## src/rtl/event_addr_fifo.sv

```systemverilog
// rtl/event_addr_fifo.sv - pixel event address former, timestamp tagger and FWFT event FIFO
//
// Purpose: turns the granted level-1 group plus the in-group offset into an
// absolute {row, col}. It tags the event with a free-running timestamp, stores it
// in a first-word-fall-through FIFO, and then pulses a group release back to the
// arbiter.
//
// Ports:
//   clk_i, reset_i        clock (rising edge) and asynchronous active-high reset
//   active_i              level-1 stage presents a granted pixel
//   gnt_top_i[r][c]       top-level group grant, one-hot while active_i=1
//   x_add_i, y_add_i      column / row offset inside the granted group
//   grp_release_o         one-cycle pulse after an event has been stored
//   evt_valid_o/ready_i   FIFO head handshake
//   evt_data_o            {timestamp, row, col}; zero while the FIFO is empty
//   fifo_full_o           occupancy == FIFO_DEPTH
//   stall_o               an event is waiting in IDLE but the FIFO is full
//   err_o                 sticky: active_i seen with a non one-hot grant
//   fifo_count_o          current occupancy
module event_addr_fifo #(
  parameter int PIXELS     = 16,
  parameter int GROUP_SIZE = 2,
  parameter int CONST      = PIXELS / GROUP_SIZE,
  parameter int LOC_W      = $clog2(GROUP_SIZE),
  parameter int ADDR_W     = $clog2(PIXELS),
  parameter int TS_WIDTH   = 16,
  parameter int FIFO_DEPTH = 8,
  parameter int DATA_W     = TS_WIDTH + 2 * ADDR_W
) (
  input  logic                            clk_i,
  input  logic                            reset_i,
  input  logic                            active_i,
  input  logic [CONST-1:0][CONST-1:0]     gnt_top_i,
  input  logic [LOC_W-1:0]                x_add_i,
  input  logic [LOC_W-1:0]                y_add_i,
  output logic                            grp_release_o,
  output logic                            evt_valid_o,
  input  logic                            evt_ready_i,
  output logic [DATA_W-1:0]               evt_data_o,
  output logic                            fifo_full_o,
  output logic                            stall_o,
  output logic                            err_o,
  output logic [$clog2(FIFO_DEPTH):0]     fifo_count_o
);

  localparam int PTR_W = $clog2(FIFO_DEPTH);
  localparam int CNT_W = PTR_W + 1;
  localparam int GW    = ADDR_W - LOC_W;
  localparam int NG    = CONST * CONST;

  localparam logic [1:0] S_IDLE    = 2'd0;
  localparam logic [1:0] S_RELEASE = 2'd1;
  localparam logic [1:0] S_HOLDOFF = 2'd2;

  logic [1:0]              r_state;
  logic [TS_WIDTH-1:0]     r_ts;
  logic [PTR_W-1:0]        r_wr_ptr;
  logic [PTR_W-1:0]        r_rd_ptr;
  logic [CNT_W-1:0]        r_count;
  logic                    r_err;
  logic [DATA_W-1:0]       r_mem [FIFO_DEPTH];

  logic [NG-1:0]           w_gnt_flat;
  logic                    w_onehot;
  logic [GW-1:0]           w_gr;
  logic [GW-1:0]           w_gc;
  logic [ADDR_W-1:0]       w_row;
  logic [ADDR_W-1:0]       w_col;
  logic [DATA_W-1:0]       w_word;
  logic                    w_idle;
  logic                    w_full;
  logic                    w_push;
  logic                    w_pop;

  assign w_gnt_flat = gnt_top_i;
  // Exactly one bit set: non-zero and clearing the lowest set bit leaves nothing.
  assign w_onehot = (w_gnt_flat != '0) && ((w_gnt_flat & (w_gnt_flat - NG'(1))) == '0);

  // OR-reduction encoder; only meaningful when the grant is one-hot.
  always_comb begin
    w_gr = '0;
    w_gc = '0;
    for (int r = 0; r < CONST; r++) begin
      for (int c = 0; c < CONST; c++) begin
        if (gnt_top_i[r][c]) begin
          w_gr = w_gr | GW'(r);
          w_gc = w_gc | GW'(c);
        end
      end
    end
  end

  // GROUP_SIZE is a power of two, so index*GROUP_SIZE + offset is a concatenation.
  assign w_row  = {w_gr, y_add_i};
  assign w_col  = {w_gc, x_add_i};
  assign w_word = {r_ts, w_row, w_col};

  assign w_idle = (r_state == S_IDLE);
  // Full is judged on the registered count, so a same-cycle pop never frees a slot early.
  assign w_full = (r_count == CNT_W'(FIFO_DEPTH));
  assign w_push = w_idle && active_i && w_onehot && !w_full;
  assign w_pop  = (r_count != '0) && evt_ready_i;

  always_ff @(posedge clk_i or posedge reset_i) begin
    if (reset_i) begin
      r_state  <= S_IDLE;
      r_ts     <= '0;
      r_wr_ptr <= '0;
      r_rd_ptr <= '0;
      r_count  <= '0;
      r_err    <= 1'b0;
    end else begin
      r_ts <= r_ts + TS_WIDTH'(1);

      case (r_state)
        S_IDLE:    if (w_push) r_state <= S_RELEASE;
        S_RELEASE: r_state <= S_HOLDOFF;
        S_HOLDOFF: r_state <= S_IDLE;
        default:   r_state <= S_IDLE;
      endcase

      if (w_idle && active_i && !w_onehot) r_err <= 1'b1;

      if (w_push) r_wr_ptr <= r_wr_ptr + PTR_W'(1);
      if (w_pop)  r_rd_ptr <= r_rd_ptr + PTR_W'(1);

      case ({w_push, w_pop})
        2'b10:   r_count <= r_count + CNT_W'(1);
        2'b01:   r_count <= r_count - CNT_W'(1);
        default: r_count <= r_count;
      endcase
    end
  end

  // Storage needs no reset: the pointers and count define which entries are live.
  always_ff @(posedge clk_i) begin
    if (w_push) r_mem[r_wr_ptr] <= w_word;
  end

  assign grp_release_o = (r_state == S_RELEASE);
  assign evt_valid_o   = (r_count != '0);
  assign evt_data_o    = evt_valid_o ? r_mem[r_rd_ptr] : '0;
  assign fifo_full_o   = w_full;
  assign stall_o       = w_idle && active_i && w_full;
  assign err_o         = r_err;
  assign fifo_count_o  = r_count;

endmodule

```

## config.mk

```make
export PLATFORM = sky130hd
export DESIGN_NAME = event_addr_fifo
export DESIGN_NICKNAME = d
export VERILOG_FILES = /design/src/rtl/event_addr_fifo.sv
export SDC_FILE = /design/constraint.sdc
export NUM_CORES = 1
export LEC_CHECK = 0
export ABC_AREA = 1
export BUFFER_PORTS_ARGS = -buffer_cell sky130_fd_sc_hd__buf_2
export CAP_MARGIN = 20
export CORE_MARGIN = 2
export CORE_UTILIZATION = 52
export DETAILED_ROUTE_END_ITERATION = 6
export GPL_TIMING_DRIVEN = 1
export PLACE_DENSITY = 0.71
export SYNTH_ARGS = -nofsm -noshare
export SYNTH_HDL_FRONTEND = slang
export SYNTH_SLANG_ARGS = --single-unit
```

## constraint.sdc

```tcl
create_clock -name clk_i -period 2.8 [get_ports clk_i]
set_clock_uncertainty 0.2 [all_clocks]
set_input_delay 0.42 -clock clk_i [delete_from_list [all_inputs] [get_ports clk_i]]
set_output_delay 0.42 -clock clk_i [all_outputs]
set_load 0.1 [all_outputs]
```

**After elaboration in Yosys (flattened, before gate mapping)**

Memories as Yosys holds them, arrays and structs flattened.
Cells that the tools add are included.

- Output and inout bits: 33
- Memories kept: 1
- Logic and storage cells: 152
- Bits in latches: 0
- RAM bits: 192
- Flip-flop bits (word level): 29
- ROM bits: 0

- Bitwise logic cells: 1
- Add/sub/neg operators: 6
- Reductions and logical operators: 14
- Equality and inequality tests: 5
- Magnitude comparators: 0
- Shift operators: 0
- Div/mod/pow operators: 0
- $mul: 0
- Multiplexer cells: 119

Memories:

| memory | depth | width | read ports | clocked after memory_dff | write ports | line | source |
|---|---|---|---|---|---|---|---|
| r_mem | 8 | 24 | 1 | 0 | 1 | 61 | `logic [DATA_W-1:0] r_mem [FIFO_DEPTH];` |

Operators with widths:

| cell | number |
|---|---|
| $mux 3 | 64 |
| $mux 2 | 34 |
| $and 64x64->64 | 1 |
| $logic_not 64->1 | 1 |
| $reduce_bool 64->1 | 1 |
| $sub 64x1->64 const B | 1 |
| $mux 24 | 1 |
| $mux 1 | 18 |
| $add 16x1->16 const B | 1 |
| $pmux 4 s2 | 1 |
| $logic_and 1x1->1 | 7 |
| $add 3x1->3 const B | 2 |
| $add 4x1->4 const B | 1 |
| $eq 2x1->1 const B | 2 |
| $eq 4x4->1 const B | 1 |
| $pmux 2 s2 | 1 |
| $reduce_bool 4->1 | 1 |
| $sub 4x1->4 const B | 1 |
| $eq 2x2->1 const B | 1 |
| $logic_not 1->1 | 2 |
| $logic_not 2->1 | 1 |
| $ne 2x1->1 const B | 1 |
| $reduce_bool 2->1 | 1 |

**Longest topological paths before layout**

Gate-level depths: netlist of run 1.

- Depth in word-level cells: 56
- Gate-level depth with buffers: 23

**Least setup slack after synthesis of run 1**

No wires, ideal clock.

- Path kind: reg-to-output
- From: reg r_count[3], in the netlist fifo_count_o[3]
- To: out stall_o
- Arrival: 5.393 ns
- Cell stages (with the launch flop): 5
- Buffers on the path: 0
- Required time: 2.180 ns
- Path slack: -3.213 ns
- Cells stage by stage: dfrtp_1 > inv_1 > nor3_1 > inv_1 > nor2_1

- Longest elaborated chain between the ends: 2

Ends and longest elaborated chain:

| element | line | source |
|---|---|---|
| from (decl) | 59 | `logic [CNT_W-1:0] r_count;` |
| from (signal assigned) | 128 | `2'b10: r_count <= r_count + CNT_W'(1);` |
| from (signal assigned) | 129 | `2'b01: r_count <= r_count - CNT_W'(1);` |
| from (signal assigned) | 130 | `default: r_count <= r_count;` |
| $eq 4x4->1 | 100 | `assign w_full = (r_count == CNT_W'(FIFO_DEPTH));` |
| via fifo_full_o | 40 | `output logic fifo_full_o,` |
| $logic_and 1x1->1 | 144 | `assign stall_o = w_idle && active_i && w_full;` |
| to (decl) | 41 | `output logic stall_o,` |

The timed path passes the listed nets, and every way through them passes these cells.

**Worst setup path after layout of run 1**

- From: in gnt_top_i[30] (netlist bit)
- To: reg r_count[3], in the netlist fifo_count_o[3]

- Longest elaborated chain between the ends: 8
- Elaborated cells on any way between the ends: 11
- Those cells by class: add/sub (1); eq/ne (2); mux (1); bitwise (1); reduce/logical (6)

Ends and longest elaborated chain:

| element | line | source |
|---|---|---|
| from (decl) | 33 | `input logic [CONST-1:0][CONST-1:0] gnt_top_i,` |
| $sub 64x1->64 | 77 | `assign w_onehot = (w_gnt_flat != '0) && ((w_gnt_flat & (w_gnt_flat - NG'(1))) == '0);` |
| $and 64x64->64 | 77 |  |
| $logic_not 64->1 | 77 |  |
| $logic_and 1x1->1 * | 77 |  |
| $logic_and 1x1->1 * (2 in series) | 101 | `assign w_push = w_idle && active_i && w_onehot && !w_full;` |
| $eq 2x1->1 / $eq 2x2->1 (equally long branches) | 127 | `case ({w_push, w_pop})` |
| $pmux 4 s2 / $reduce_bool 2->1 (equally long branches) | - |  |

Every way passes the cells marked *; elsewhere a longest branch is shown, timed or not.
A chain may end at the register's enable or synchronous reset.

==> metrics.md, run 1 <==
| Metric | Value |
|---|---|
| Number of max-cap violations | `0` |
| CTS Buffer Depth | `3` |
| Worst min path class | `in -> reg` |
| Antenna Cells | `0` |
| Most common cell in the netlist | `nor2_1` |
| Fin crit period | `3.11 ns` |
| Die X | `147 um` |
| Status | `complete, but fails checks` |
| Sink Count | `221` |
| Fraction of registers with async set/reset | `0.131` |
| Worst-Skew Late Latency | `0.52 ns` |
| Initial Utilization | `0.528` |
| Critical Path RT | `3.01 ns` |
| CP most frequent cell | `nand2_1` |
| Critical Path Start Type | `primary input` |
| RD Place Congestion | `1.01` |
| Maximum level of the CTS H-tree | `1` |
| Post-synthesis sequential area ratio | `0.611` |
| Final WL | `35.9 mm` |
| CP endpoint kind | `flop` |
| Crit path max-delay family | `simple AND/OR/NAND/NOR gates` |
| Row count | `52` |
| Largest net degree at the start of global routing | `35` |
| Slew Limit Fails | `0` |
| Netlist cell types | `34` |
| Critical Path, Cell by Cell | `buf_2 > nor2_1 > nand2_1 > nor2_2 > nand2_1 > inv_2 > nand3_1 > o21ai_1 > nand2_1 > a21oi_2 > nand3_2 > nor2_8 > nand3_4 > ha_4 > ha_4 > nand2_1 > nor2_1 > a211oi_2 > nor2_1 > nor2_1 > nand2_1 > xor2_1` |
| Slew Limit Headroom | `0.524` |
| Nets | `1488` |
| Worst hold slack | `0.0160 ns` |
| Final period util | `1.11` |
| Net count after synthesis | `around 1200` |
| Fmax | `321 MHz` |
| Synth Area in Adders | `0.00896` |
| Top_reg_cell synth | `edfxtp_1` |
| Violated checks | `negative setup slack` |
| Initial DRT Pass Iterations | `5` |
| XOR/XNOR Fraction of Synth Area | `0.0165` |
| Final setup violating endpoints | `211` |
| Root Driver | `clkbuf_16` |
| Crit path kind | `in -> reg` |
| First-pass GRT wire length | `52.3 mm` |
| Port-buffer cells | `102` |
| Vias in the first global route | `about 9500` |
| Post-synth top area share | `0.543` |
| Final Util | `0.780` |
| Chip height | `~150 um` |
| Die area | `between 20000 and 25000 um^2` |
| Crit-path max cell delay | `0.23 ns` |
| Post-synthesis mux area share | `0` |
| Worst Max-Slew Pin Slew | `between 0.7 and 0.8 ns` |
| Initial antenna violation count | `0` |
| Warning count from the yosys run | `0` |
| Grt total ovfl | `0` |
| Synthesized cell area | `10600 um^2` |
| DP HPWL | `about 20 mm` |
| Share of cells above drive strength 1 | `0.360` |
| Vias | `9896` |
| Cell Pwr Density | `1010 nW/um^2` |
| DRC viols | `0` |
| DR iter-0 viols | `1045` |
| Final Hold Vio Count | `0` |
| Area growth syn-to-layout | `47.7%` |
| Leak pwr | `6.43 nW` |
| RSZ-0062 raised after global routing | `true` |
| Global-route usage over all layers | `0.313` |
| Synth Instances | `roughly 1100` |
| Core area | `around 20000 um^2` |
| Synth top area cells | `edfxtp_1 (54%), nor2_1 (10%), dfrtp_1 (6.8%)` |
| Pwr Total | `15.9 mW` |
| Via density | `roughly 5.8` |
| Post-synth EDFFs | `~190` |
| Critical-path maximum fanout | `3` |
| Post-synth top area cell | `edfxtp_1` |
| Avg Cell Area, Syn | `9.60 um^2` |
| I/O pin count | `103` |
| VDD IR max | `0.00105 V` |
| CP max-delay cell | `ha_4` |
| CTS tree | `done` |
| Synth top cells by count | `nor2_1 (291), edfxtp_1 (192), nand2_1 (191)` |
| Final WS setup | `-0.311 ns` |
| Largest family of logic cells by synthesized area | `simple AND/OR/NAND/NOR gates` |
| CP arrival | `3.32 ns` |
| Post-route ant nets | `0` |
| Clock slew at reported path FFs | `roughly 0.06 ns` |
| Synth Area in Simple Gates | `0.234` |
| Total CTS buffers | `22` |
| Yosys reg bits | `between 200 and 250` |
| Routed len/inst | `21.2 um` |
| Compound-Gate Fraction of Synth Area | `0.0984` |
| Critical path buffer and inverter count | `2` |
## worst paths after layout
check | start | endpoint | slack, ns | depth (start not counted)
setup reg to reg | r_ts[2] | r_ts[15] | 0.06 | 8
min in group asynchronous | reset_i | r_ts[15] | 0.33 | 3
setup / recovery | gnt_top_i[30] | fifo_count_o[3] | -0.31 | 22
hold / removal | x_add_i | r_mem[4][0] | 0.02 | 1
hold reg to reg | r_state[1] | r_state[1] | 0.26 | 1
max in group asynchronous | reset_i | r_ts[2] | 1.37 | 4
## cells in the final DEF (no fill, tap or decap), types with 20 or more instances in the layout
| master | n |
|---|---|
| a31oi_4 | 24 |
| buf_12 | 51 |
| buf_2 | 72 |
| buf_4 | 152 |
| buf_6 | 23 |
| clkbuf_16 | 29 |
| dfrtp_1 | 24 |
| edfxtp_1 | 192 |
| inv_1 | 43 |
| nand2_1 | 177 |
| nand3_1 | 23 |
| nor2_1 | 242 |
| nor2_2 | 31 |
| nor2_4 | 33 |
| o21ai_0 | 91 |
| o21ai_1 | 28 |
| o21ai_2 | 23 |
| o22ai_1 | 20 |
## stage by stage
step | instance area, um^2 | setup slack (ns) | cells | TNS, ns
2_1_floorplan | 11100 | -0.456 | 1106 | -17.20
3_3_place_gp | 13600 | -0.803 | 1598 | -118.45
3_5_place_dp | 13600 | -0.815 | 1598 | -111.33
4_1_cts | 15100 | -0.219 | 1670 | -12.84
5_1_grt | 15700 | -0.412 | 1697 | -53.43
6_report | 15700 | -0.311 | 1697 | -30.64
## flip-flops by register name (all words and copies together) (netlist names)
register      count
r_rd_ptr          3
r_mem           192
r_wr_ptr          3
r_state           2
r_ts             16
fifo_count_o      4
err_o             1
## worst reg2reg max path, delay by kind of cell, from the launching register on
kind          cells  cell delay, ns
xor+xnor          1            0.17
simple gates      7            1.74
flops             1            0.57
## per-layer routing
layer	share of wire	global-route usage	wire length, um	vias to the layer above
met5	0	0	0	-
met4	0.027	0.0942	986	0
met3	0.099	0.0525	3560	84
met2	0.49	0.528	17700	624
met1	0.38	0.419	13700	4744
li1	-	-	-	4444
## layout make-up
type                       instances  area, um^2
clock inverter                     4        56.3
sequential                       221        6500
multi-input combinational        797        4670
tap                              270         338
inverter                          50         198
clock buffer                      36         633
fill                            1219        4420
timing repair buffer             319        3280
## report_power, final
part | leakage [nW] | switching [mW] | total [mW] | internal [mW]
clock network | 0.335 | 1.25 | 2.89 | 1.64
registers | 2.48 | 0.0855 | 3.69 | 3.60
logic | 3.61 | 5.95 | 9.30 | 3.35
total | 6.43 | 7.28 | 15.9 | 8.59
## logic make-up after synthesis
kind of cell	after synthesis
xor gates and xnor gates	20
and+or+nand+nor	575
AOI/OAI and AO/OA	195
buffers and inverters	88
adders and majority gates	7
DFF	221
## repair_timing
action | in CTS | in global routing
buffers inserted | 19 | 26
gates resized for setup | 106 | 121
hold buffers | 2 | 0
cloned | 13 | 7
pin swaps | 9 | 40
endpoints found under the hold margin | 16 | 0
endpoints found under the setup margin | 219 | 221
(Power assumes the default switching activity.)
==> inputs of run 2 (changes only) <==
--- a/config.mk
+++ b/config.mk
@@ -12,7 +12,7 @@
 export CORE_UTILIZATION = 52
 export DETAILED_ROUTE_END_ITERATION = 6
 export GPL_TIMING_DRIVEN = 1
-export PLACE_DENSITY = 0.71
+export PLACE_DENSITY = 0.74
 export SYNTH_ARGS = -nofsm -noshare
 export SYNTH_HDL_FRONTEND = slang
 export SYNTH_SLANG_ARGS = --single-unit
==> metrics.md, run 2 (synthesis results as in run 1) <==
| Metric | Value |
|---|---|
| Worst hold slack | `0.0706 ns` |
| Slew Limit Headroom | `0.555` |
| Reg2Reg Depth | `15` |
| Worst Max-Slew Pin Slew | `0.667 ns` |
| Initial DRT Pass Iterations | `5` |
| VDD IR max | `0.00110 V` |
| Via density | `5.67` |
| Violated checks | `negative setup slack` |
| Final period util | `1.07` |
| Total CTS buffers | `22` |
| Critical Path, Cell by Cell | `buf_8 > nor2_4 > nand2_4 > nor2_4 > nand3_2 > nand2_1 > nand2_1 > inv_1 > nand2_1 > nor2_1 > nand3_1 > nor2_2 > nand3_2 > nor2_8 > nand3_4 > ha_4 > ha_4 > nand2_2 > nor2_2 > a211oi_2 > nor2_1 > nor2_1 > nand2_1 > xor2_1` |
| Seq. cell area | `6500 um^2` |
| CP most frequent cell | `nand2_1` |
| Vias in the first global route | `9031` |
| Reg-to-Reg End | `fifo_count_o[3]` |
| Maximum level of the CTS H-tree | `1` |
| Crit-path max cell delay | `0.23 ns` |
| Post-route ant nets | `0` |
| Critical Path Start Type | `primary input` |
| Final WS setup | `-0.200 ns` |
| Antenna Cells | `0` |
| Row count | `52` |
| Chip height | `147 um` |
| RD Place Congestion | `0.991` |
| Fillers | `1287` |
| DP HPWL | `19.5 mm` |
| Crit path kind | `in -> reg` |
| Final std cell area, no fill | `around 15000 um^2` |
| Critical path buffer and inverter count | `2` |
| Port-buffer cells | `~100` |
| TNS Setup | `-13.74 ns` |
| Fmax | `333 MHz` |
| Die X | `147 um` |
| CP Launch Point | `gnt_top_i[1]` |
| I/O pin count | `roughly 100` |
| Most frequent cells in the layout | `nor2_1 (235), edfxtp_1 (192), nand2_1 (179)` |
| First-pass GRT wire length | `45.6 mm` |
| Max FFs per register | `192` |
| Status | `complete, but fails checks` |
| Sink of the worst hold path | `r_rd_ptr[0]` |
| Final Util | `0.750` |
| Area after DPL | `13500 um^2` |
| Global-route usage over all layers | `0.266` |
| Multi-input logic area | `4540 um^2` |
| CP endpoint kind | `flop` |
| R2R Path Start | `fifo_count_o[1]` |
| Final WL | `around 32 mm` |
| Cell Pwr Density | `1010 nW/um^2` |
| Crit path max-delay family | `simple AND/OR/NAND/NOR gates` |
| Min-delay src | `evt_ready_i` |
| RSZ-0062 raised after global routing | `true` |
| Number of max-cap violations | `0` |
| Final setup violating endpoints | `203` |
| Pwr Total | `15.2 mW` |
| Initial Utilization | `0.528` |
| Clock slew at reported path FFs | `0.06 ns` |
| Fin crit period | `3.00 ns` |
| Pre-CTS setup slack | `-0.796 ns` |
| CP max-delay cell | `ha_4` |
| Non-filler cells, final | `1659` |
| Leak pwr | `between 6 and 7 nW` |
| Initial antenna violation count | `0` |
| Worst-Skew Late Latency | `0.50 ns` |
| Hold path cells | `3` |
| Commonest non-fill, non-tap cell in the layout | `nor2_1` |
| Grt total ovfl | `0` |
| Critical-path maximum fanout | `4` |
| Reg2reg setup slack | `0.01 ns` |
| Final Hold Vio Count | `0` |
| Largest Register | `r_mem` |
| CP arrival | `around 3.2 ns` |
| CTS tree | `done` |
| Slew Limit Fails | `0` |
| Area growth syn-to-layout | `42.1%` |
| Worst min path class | `in -> reg` |
| Share of cells above drive strength 1 | `0.333` |
| Largest net degree at the start of global routing | `60` |
| Vias | `between 9000 and 10000` |
| Nets | `1450` |
| Sink Count | `221` |
| Core area | `20100 um^2` |
| Root Driver | `clkbuf_16` |
| CTS Buffer Depth | `3` |
| DRC viols | `0` |
| Placed cell count | `1588` |
| DR iter-0 viols | `779` |
| Routed len/inst | `19.2 um` |
| Die area | `21600 um^2` |
| Critical Path RT | `2.98 ns` |
==> run 2: cell types whose count changed in the layout (fill, tap and decap cells not counted), sizes merged <==
cell and change:
buf -36, bufbuf -4, clkinv -1, bufinv +3, dlygate4sd3 +1, inv +2, clkbuf -3
==> run 2: worst min-delay path: stages <==
cell	delay (ns)
buf_2	0.11
nand2_1	0.11
xor2_1	0.08
==> run 2: where the power goes <==
part,internal (mW),switching [mW],total (mW)
clock network,2.01,1.21,3.22
logic,2.76,5.53,8.30
registers,3.60,0.0741,3.68
==> run 2: worst max-delay path by stage <==
stage | slack (ns) | endpoint | depth (start not counted)
2_1_floorplan | -0.46 | fifo_count_o[3] | 14
3_3_place_gp | -0.73 | fifo_count_o[3] | 22
3_5_place_dp | -0.80 | fifo_count_o[3] | 24
4_1_cts | -0.21 | fifo_count_o[3] | 24
5_1_grt | -0.35 | fifo_count_o[3] | 24
6_report | -0.20 | fifo_count_o[3] | 24
==> run 2: routing by layer <==
metal / up-vias / track usage / part of all wire
met5: - / 0 / 0
met4: 0 / 0.0932 / 0.031
met3: 81 / 0.0360 / 0.088
met2: 497 / 0.448 / 0.49
met1: 4468 / 0.359 / 0.39
li1: 4359 / - / -
==> run 2: area by class of cell <==
cell class | count | share of cell area
Sequential cell | 221 | 0.431
Multi-Input combinational cell | 797 | 0.301
Timing Repair Buffer | 281 | 0.180
Clock buffer | 32 | 0.0437
Tap cell | 270 | 0.0224
Inverter | 50 | 0.0128
Clock inverter | 8 | 0.00954
==> run 2: timing repair <==
action                                  4_1_cts  5_1_grt
endpoints found under the setup margin      220      220
gates resized for setup                      21      101
setup buffers                                 2       16
endpoints found under the hold margin        31        0
pin swaps                                     3       15
cloned                                        0       10
hold buffers                                  3        0
==> inputs of run 3 (changes only) <==
--- a/config.mk
+++ b/config.mk
@@ -9,10 +9,11 @@
 export BUFFER_PORTS_ARGS = -buffer_cell sky130_fd_sc_hd__buf_2
 export CAP_MARGIN = 20
 export CORE_MARGIN = 2
-export CORE_UTILIZATION = 52
+export CORE_UTILIZATION = 55
 export DETAILED_ROUTE_END_ITERATION = 6
 export GPL_TIMING_DRIVEN = 1
-export PLACE_DENSITY = 0.74
+export PLACE_DENSITY = 0.78
+export SLEW_MARGIN = 20
 export SYNTH_ARGS = -nofsm -noshare
 export SYNTH_HDL_FRONTEND = slang
 export SYNTH_SLANG_ARGS = --single-unit
==> metrics.md, run 3 (synthesis results as in run 1) <==
| Metric | Value |
|---|---|
| Chip height | `between 100 and 150 um` |
| Grt total ovfl | `0` |
| Placed cell count | `1580` |
| Initial DRT Pass Iterations | `6` |
| Reg-to-Reg End | `fifo_count_o[3]` |
| Final period util | `1.08` |
| Slew Limit Headroom | `0.490` |
| Reg2reg setup slack | `0.06 ns` |
| Status | `complete, but fails checks` |
| Sink Count | `221` |
| CP endpoint kind | `flop` |
| Total CTS buffers | `23` |
| Initial Utilization | `0.564` |
| CP arrival | `3.23 ns` |
| RSZ-0062 raised after global routing | `true` |
| VDD IR max | `0.00115 V` |
| Antenna Cells | `0` |
| RD Place Congestion | `about 1` |
| Final setup violating endpoints | `218` |
| Core area | `18800 um^2` |
| Root Driver | `clkbuf_16` |
| Port-buffer cells | `102` |
| Critical Path RT | `3.00 ns` |
| Worst min path class | `in -> reg` |
| First-pass GRT wire length | `52.3 mm` |
| Worst-Skew Late Latency | `0.54 ns` |
| DP HPWL | `roughly 20 mm` |
| Critical path destination | `fifo_count_o[3]` |
| Initial antenna violation count | `0` |
| CTS Buffer Depth | `3` |
| Most frequent cells in the layout | `nor2_1 (236), edfxtp_1 (192), nand2_1 (181)` |
| DR iter-0 viols | `1239` |
| CP Launch Point | `gnt_top_i[1]` |
| Fin crit period | `3.03 ns` |
| Slew Limit Fails | `0` |
| Crit path kind | `in -> reg` |
| Critical-path maximum fanout | `7` |
| Commonest non-fill, non-tap cell in the layout | `nor2_1` |
| Multi-input logic area | `4620 um^2` |
| Non-filler cells, final | `around 1700` |
| Leak pwr | `6.23 nW` |
| Clock slew at reported path FFs | `0.07 ns` |
| Reg2Reg Depth | `15` |
| Die X | `143 um` |
| Vias | `9996` |
| Maximum level of the CTS H-tree | `1` |
| Cell Pwr Density | `1030 nW/um^2` |
| Worst Max-Slew Pin Slew | `0.764 ns` |
| Share of cells above drive strength 1 | `0.350` |
| Row count | `50` |
| Global-route usage over all layers | `0.335` |
| Violated checks | `negative setup slack` |
| Seq. cell area | `around 6500 um^2` |
| Via density | `6.00` |
| Number of max-cap violations | `0` |
| Routed len/inst | `21.8 um` |
| I/O pin count | `103` |
| Final WS setup | `-0.234 ns` |
| Die area | `20400 um^2` |
| Area growth syn-to-layout | `44.4%` |
| Final WL | `36.3 mm` |
| Final Util | `0.814` |
| Post-route ant nets | `0` |
| Max FFs per register | `192` |
| Largest net degree at the start of global routing | `30` |
| Final Hold Vio Count | `0` |
| Fillers | `around 1100` |
| DRC viols | `0` |
| Vias in the first global route | `9909` |
| Critical Path Start Type | `primary input` |
| Nets | `1466` |
| Fmax | `330 MHz` |
| Largest Register | `r_mem` |
| CTS tree | `done` |
| R2R Path Start | `fifo_count_o[1]` |
-- run 3: changes by cell type in the layout (fill, tap and decap cells not counted), moves of 5 or more --
cell and change:
buf_16 +5, buf_4 +10, nor2_2 -7, nor2_4 +6
o21ai_0 -18, o21ai_1 +6, o21ai_2 +12
-- run 3: worst min-delay path by stage --
stage	cells past startpoint	startpoint	slack (ns)	to
after floorplan	1	r_state[1]	0.22	r_state[1]
after global placement	1	r_state[1]	0.24	r_state[1]
after detailed placement	1	r_state[1]	0.24	r_state[1]
after CTS	3	evt_ready_i	0.03	r_rd_ptr[0]
after global routing	3	evt_ready_i	0.05	r_rd_ptr[0]
final	3	evt_ready_i	0.04	r_rd_ptr[0]
-- run 3: metrics by stage --
step	TNS (ns)	worst slack [ns]	area (um^2)	power [mW]	hold slack, ns
after floorplan	-17.20	-0.456	11100	9.18	0.224
after global routing	-40.44	-0.367	15300	16.2	0.0469
after CTS	-0.224	-0.153	14700	15.5	0.0322
final	-21.16	-0.234	15300	15.8	0.0387
after detailed placement	-105.19	-0.783	13500	11.8	0.242
after global placement	-117.31	-0.819	13500	11.7	0.239
-- run 3: critical path, cell delays in order --
cell	delay (ns)
buf_6	0.10
nor2_4	0.17
nand2_4	0.11
nor2_8	0.21
nand2_2	0.08
nand3b_1	0.22
o21ai_1	0.17
nand3_1	0.12
nor2_1	0.14
nand3_2	0.14
nor2_8	0.16
nand3_4	0.10
ha_4	0.20
ha_4	0.23
nand2_1	0.06
nor2_1	0.04
a211oi_2	0.18
nor2_1	0.06
nor2_1	0.09
nand2_1	0.07
xor2_1	0.15
-- run 3: what timing repair did --
| item | 4_1_cts | 5_1_grt |
|---|---|---|
| pin swaps | 10 | 23 |
| buffers inserted | 8 | 18 |
| cloned | 6 | 9 |
| hold endpoints to repair | 33 | 0 |
| setup endpoints to repair | 134 | 221 |
| hold buffers | 3 | 0 |
| resized for setup | 79 | 91 |
-- run 3: final cells by class --
class / instances / area share
flip-flops and latches: 221 / 0.425
multi-input cells: 797 / 0.301
repair buffers: 296 / 0.192
clock buffers: 29 / 0.0410
well taps: 260 / 0.0212
inverters: 50 / 0.0131
clock inverters: 13 / 0.00735
-- run 3: report_power, final --
part	switching (mW)	internal [mW]	total, mW	leakage, nW
Clock	1.36	1.70	3.06	0.367
Sequential	0.109	3.61	3.72	2.48
Combinational	5.89	3.15	9.04	3.38
-- run 3: layer usage --
layer	track usage	part of all wire	up-vias
met3	0.0490	0.094	135
met5	0	0	-
met2	0.563	0.49	672
met4	0.131	0.041	0
li1	-	-	4400
met1	0.442	0.38	4789
